**src/rtl/alu_mul_seq.sv**
```systemverilog
// Shift-add multiplier sequencer: drives the shared ALU with one ADD per multiplier bit
// and returns the low WIDTH bits of a*b with {N,Z,C,V} flags.
module alu_mul_seq #(
  parameter int unsigned WIDTH      = 32,
  parameter bit          EARLY_EXIT = 1'b1
) (
  input  logic             clk,
  input  logic             reset,
  input  logic             in_valid,
  output logic             in_ready,
  input  logic [WIDTH-1:0] in_a,
  input  logic [WIDTH-1:0] in_b,
  output logic             out_valid,
  input  logic             out_ready,
  output logic [WIDTH-1:0] out_result,
  output logic [3:0]       out_flags,
  output logic             alu_req,
  input  logic             alu_gnt,
  output logic [WIDTH-1:0] alu_a,
  output logic [WIDTH-1:0] alu_b,
  output logic [2:0]       alu_control,
  input  logic [WIDTH-1:0] alu_result
);

  localparam int unsigned CntW = (WIDTH > 1) ? $clog2(WIDTH) : 1;
  localparam logic [CntW-1:0] CntLast = CntW'(WIDTH - 1);

  typedef enum logic [1:0] {StIdle, StRun, StDone} state_e;

  state_e           state_q, state_d;
  logic [WIDTH-1:0] acc_q, acc_d;
  logic [WIDTH-1:0] mcand_q, mcand_d;
  logic [WIDTH-1:0] mplier_q, mplier_d;
  logic [CntW-1:0]  count_q, count_d;
  logic             res_valid_q, res_valid_d;
  logic [WIDTH-1:0] res_q, res_d;
  logic [3:0]       flags_q, flags_d;
  logic             last_iter;

  // Final iteration: all bits consumed, or no set bits remain above the current one.
  assign last_iter = (count_q == CntLast) || (EARLY_EXIT && ((mplier_q >> 1) == '0));

  always_comb begin
    state_d     = state_q;
    acc_d       = acc_q;
    mcand_d     = mcand_q;
    mplier_d    = mplier_q;
    count_d     = count_q;
    res_valid_d = res_valid_q;
    res_d       = res_q;
    flags_d     = flags_q;
    unique case (state_q)
      StIdle: begin
        if (in_valid) begin
          mcand_d  = in_a;
          mplier_d = in_b;
          acc_d    = '0;
          count_d  = '0;
          state_d  = StRun;
        end
      end
      StRun: begin
        // Without a grant nothing moves.
        if (alu_gnt) begin
          if (mplier_q[0]) acc_d = alu_result;
          mcand_d  = mcand_q << 1;
          mplier_d = mplier_q >> 1;
          count_d  = count_q + CntW'(1);
          if (last_iter) state_d = StDone;
        end
      end
      StDone: begin
        // First DONE cycle registers the result; it is then held until accepted.
        if (!res_valid_q) begin
          res_valid_d = 1'b1;
          res_d       = acc_q;
          flags_d     = {acc_q[WIDTH-1], (acc_q == '0), 2'b00};
        end else if (out_ready) begin
          res_valid_d = 1'b0;
          state_d     = StIdle;
        end
      end
      default: state_d = StIdle;
    endcase
  end

  always_ff @(posedge clk or posedge reset) begin
    if (reset) begin
      state_q     <= StIdle;
      acc_q       <= '0;
      mcand_q     <= '0;
      mplier_q    <= '0;
      count_q     <= '0;
      res_valid_q <= 1'b0;
      res_q       <= '0;
      flags_q     <= '0;
    end else begin
      state_q     <= state_d;
      acc_q       <= acc_d;
      mcand_q     <= mcand_d;
      mplier_q    <= mplier_d;
      count_q     <= count_d;
      res_valid_q <= res_valid_d;
      res_q       <= res_d;
      flags_q     <= flags_d;
    end
  end

  assign in_ready    = (state_q == StIdle);
  assign alu_req     = (state_q == StRun);
  assign out_valid   = res_valid_q;
  assign out_result  = res_q;
  assign out_flags   = flags_q;
  assign alu_a       = acc_q;
  assign alu_b       = mcand_q;
  assign alu_control = 3'b000;

endmodule

```
**config.mk**
```make
export PLATFORM = sky130hd
export DESIGN_NAME = alu_mul_seq
export DESIGN_NICKNAME = d
export VERILOG_FILES = /design/src/rtl/alu_mul_seq.sv
export SDC_FILE = /design/constraint.sdc
export NUM_CORES = 1
export LEC_CHECK = 0
export CAP_MARGIN = 30
export CORE_ASPECT_RATIO = 1.5
export CORE_UTILIZATION = 25
export DETAILED_ROUTE_END_ITERATION = 8
export GPL_TIMING_DRIVEN = 0
export SYNTH_ARGS = -nofsm -noshare
export SYNTH_HDL_FRONTEND = slang
export SYNTH_SLANG_ARGS = --single-unit
export TNS_END_PERCENT = 5
```
**constraint.sdc**
```tcl
create_clock -name clk -period 4.5 [get_ports clk]
set_input_delay 0.9 -clock clk [delete_from_list [all_inputs] [get_ports clk]]
set_output_delay 0.9 -clock clk [all_outputs]
set_load 0.05 [all_outputs]
```
# Yosys cells after proc, flatten, opt, wreduce, memory -nomap -nowiden
# Cells that the tools add are included.
# totals
input_bits	101
register_bits	138
word_cells	49
# classes
reduce_logical	9
bitwise	1
addsub	1
muxes	21
n_eq_ne	9
# ops
operator	count
two-way mux 32 bit	7
case mux 32 bit (2 select lines)	3
logical NOT 32 bit	2
two-way mux 2 bit	5
two-way mux 5 bit	2
case mux 5 bit (2 select lines)	1
inequality test 2 x 1 -> 1 bit, second input constant	3
inequality test 2 bit, second input constant	3
case mux 2 bit (3 select lines)	1
adder 5 x 1 -> 5 bit, second input constant	1
== test 5 bit, second input constant	1
AND reduction 5 bit	1
AND reduction 4 bit	1
AND reduction 3 bit	1
== test 2 x 1 -> 1 bit, second input constant	1
== test 2 bit, second input constant	1
logical NOT 2 bit	1
two-way mux 1 bit	2
AND reduction 2 bit	1
nonzero test 2 bit	1
logical OR 1 bit	1
NOT 1 bit	1

# Depth between registers and ports, before layout
# depth
depth_word	5
mapped_depth	8
ltp_nobuf	5

# Least setup slack after synthesis
# Ideal clock, no wire load.
# synth_path
path_type	register to output
start	register state_q[1]
end	output port alu_req
stages_incl_launch_ff	4
arrival_ns	1.323
slack_ns	2.277
cell_sequence	dfrtp_1 nand2b_1 clkinv_1 clkbuf_1
# synth_between
elab_chain_len	1
# synth_lines
item	line_no	rtl
start, declared	30	state_e state_q, state_d;
start signal, assigned	89	state_q <= StIdle;
start signal, assigned	98	state_q <= state_d;
== test 2 x 1 -> 1 bit	110	assign alu_req = (state_q == StRun);
end, declared	17	output logic alu_req,
# Every way passes these cells.

# Worst setup path after layout
# Same ends and word-level chain as after synthesis.

==> metrics <==
status completed; met1 Usage GRT around 17%; Cell Pwr Density slightly below 700 mW/mm²; Nets 880; setup bufs post-CTS 0; Clock Skew ~0.013 ns; antenna violations before repair 0; Initial Util about a quarter; Worst setup EP type output pin; gpl congestion between 0.7 and 0.8; via count about 4800; Num CTS Buffers 17; vias in the first global route approximately 5100; grt ovf 0; drt via density around 4.4; placed cells between 1000 and 1500; crit path kind register to output pin; Post-synth EDFFs 0; setup_tns 0 ns; fraction of layout cells with a size suffix above 1 a little over an eighth; Gate Count Post-Synth roughly 550; DIE AREA ~0.025 mm²; Max VDD drop 0.300 mV; DP Area between 0.008 and 0.009 mm²; wire per inst roughly 16 µm; clk sinks about 140; met3 global-route usage under 10%; clock root cell clkbuf_16; Worst EP required about 3.6 ns; Die W between 100 and 150 µm; Die H ~190 µm; Clock Pin Slew Worst Setup and Hold Paths ~0.06 ns; post-route insts no fill 1110; Period Utilization, post-route between 70% and 80%; endpoints failing setup 0; ys flop type dfrtp_1; H-tree Lvls 4; area grow syn2layout 52.9%; worst-path fanout max 10; Synth area leaders dfrtp_1 (57%), mux2i_1 (10%), nand2_1 (8.1%); Rel. slew slack 61.7%; Synth area leader dfrtp_1; # fillers 2400; Ys Warns 0; largest net degree at the start of global routing 37; max-slew violations 0; Seq cells post-synth approximately 140; CTS tree built; GR peak layer met2; DRT Pass-1 Iters 4; Max Clock Freq 287 MHz; clk_lat worst skew about 0.42 ns; FFs w/ async S/R, synth 100%; Seq/Total Area, Yosys 57.1%; dpl hpwl 13600 µm; IO Pins 207; global routing usage on met2 between 20% and 30%; Worst Max-Slew Pin Slew about 0.57 ns; IO buf count roughly 200; Avg Inst Size Synth approximately 11 µm²; DRT Wirelength between 15000 and 20000 µm; Mapped Area about 0.0060 mm²; design area 0.00918 mm²; Longest Clk Path Bufs 2; row cnt 69; Global Route Usage Sum 15.1%; first-pass GRT wire length 28000 µm; RSZ-0062 raised after global routing false; Pwr Total ~6300 µW; Synth cell types 35; Worst Path Arrival 2.58 ns; crit path launch type register; DR iter-0 viols between 150 and 200; Worst Hold Class register to register; MaxCap Viol Count 0; ANT nets after route 0; minimum clock period approximately 3.5 ns; post-CTS sizing 0; Post-CTS Hold Fix Bufs 0; core box area between 0.02 and 0.025 mm²; top-area cell type share of the netlist area between 50% and 60%; Pleak 0.00397 µW; endpoints failing hold 0; DRC Markers 0
==> synthesized netlist by cell type, drive strengths merged, types with 4 or more instances <==
cell,count
a22o,4
nor2,7
clkbuf,10
mux2,32
o21ai,96
nor4,15
mux2i,62
nand4,4
dfrtp,137
buf,30
nand2,130
==> final timing paths <==
kind                            start             end  slack [ns]  depth (start not counted)
max in group asynchronous       reset       alu_a[12]        2.84                          5
setup reg to reg           state_q[0]  out_result[30]        2.71                          5
hold / removal              alu_b[31]       alu_b[31]        0.48                          2
hold reg to reg             alu_b[31]       alu_b[31]        0.48                          2
min in group asynchronous       reset  out_result[27]        0.72                          2
setup / recovery           state_q[1]         alu_req        1.02                          4
==> worst max-delay path: stages (launching register included) <==
cell and delay [ns]:
dfrtp_1 0.46, nand2b_1 0.19, clkinv_1 0.19, clkbuf_1 0.42, clkdlybuf4s50_1 0.90
==> metrics by stage <==
stage / util (%) / hold WS (ns) / setup slack, ns
after floorplan: - / 0.468 / 1.89
after global placement: 35.6 / 0.463 / 0.467
after detailed placement: 36.0 / 0.474 / 1.42
after CTS: 38.8 / 0.487 / 0.953
after global routing: 38.8 / 0.510 / 0.905
final: 38.8 / 0.477 / 1.02
==> flip-flops by register name, summed over array words and instances (netlist names) <==
signal      flops
alu_b          32
out_flags       2
count_q         5
out_valid       1
out_result     31
alu_a          32
mplier_q       32
state_q         2
==> cells by family (layout without fill, tap and decap cells) <==
family          Yosys count  after routing  synth area share [%]
simple gates            162            162                  11.5
compound gates          108            108                  9.80
buf+inv                  43            280                  4.42
xor+xnor                  2              2                 0.292
other cells               1              6                0.0625
flops                   137            137                  57.1
fa+ha+maj                 2              2                 0.417
mux                      94             94                  16.3
==> layout by cell type, fill, tap and decap left out, types with 2 or more instances in the layout <==
master,netlist,layout
conb_1,1,5
clkinv_4,0,2
clkinvlp_4,0,3
mux2_2,30,30
clkinv_2,0,2
buf_4,14,14
clkbuf_16,0,17
nor2_1,5,5
nor4_1,15,15
a22o_1,4,4
clkbuf_2,5,5
clkbuf_8,0,3
xor2_1,2,2
bufinv_16,0,5
a21oi_1,2,2
nor3_1,2,2
buf_6,4,4
nand2_1,130,130
o21ai_1,11,11
ha_1,2,2
buf_12,0,4
mux2i_1,62,62
buf_2,12,12
clkbuf_1,5,6
clkdlybuf4s50_1,0,201
dfrtp_1,137,137
mux2_1,2,2
o21ai_0,85,85
nand4_1,4,4
==> report_power, final <==
part	switching (µW)	internal, µW
logic	1790	1020
registers	347	1610
clock network	545	1030
==> layer usage <==
| layer | vias to the layer above | wire length, µm |
|---|---|---|
| li1 | 2353 | - |
| met1 | 2352 | 7070 |
| met2 | 125 | 9470 |
| met3 | 19 | 974 |
| met4 | 0 | 262 |
| met5 | - | 0 |
==> final cells by class <==
| cell class | count | area (µm²) | share of cell area [%] |
|---|---|---|---|
| well taps | 319 | 399 | 4.35 |
| clock inverters | 11 | 193 | 2.10 |
| flip-flops and latches | 137 | 3430 | 37.4 |
| inverters | 3 | 15.0 | 0.164 |
| clock buffers | 21 | 470 | 5.13 |
| multi-input cells | 373 | 2320 | 25.3 |
| diodes | 1 | 2.50 | 0.0273 |
| repair buffers | 205 | 2090 | 22.8 |
| plain buffers | 40 | 254 | 2.77 |
Power figures use the tool's default switching activity.
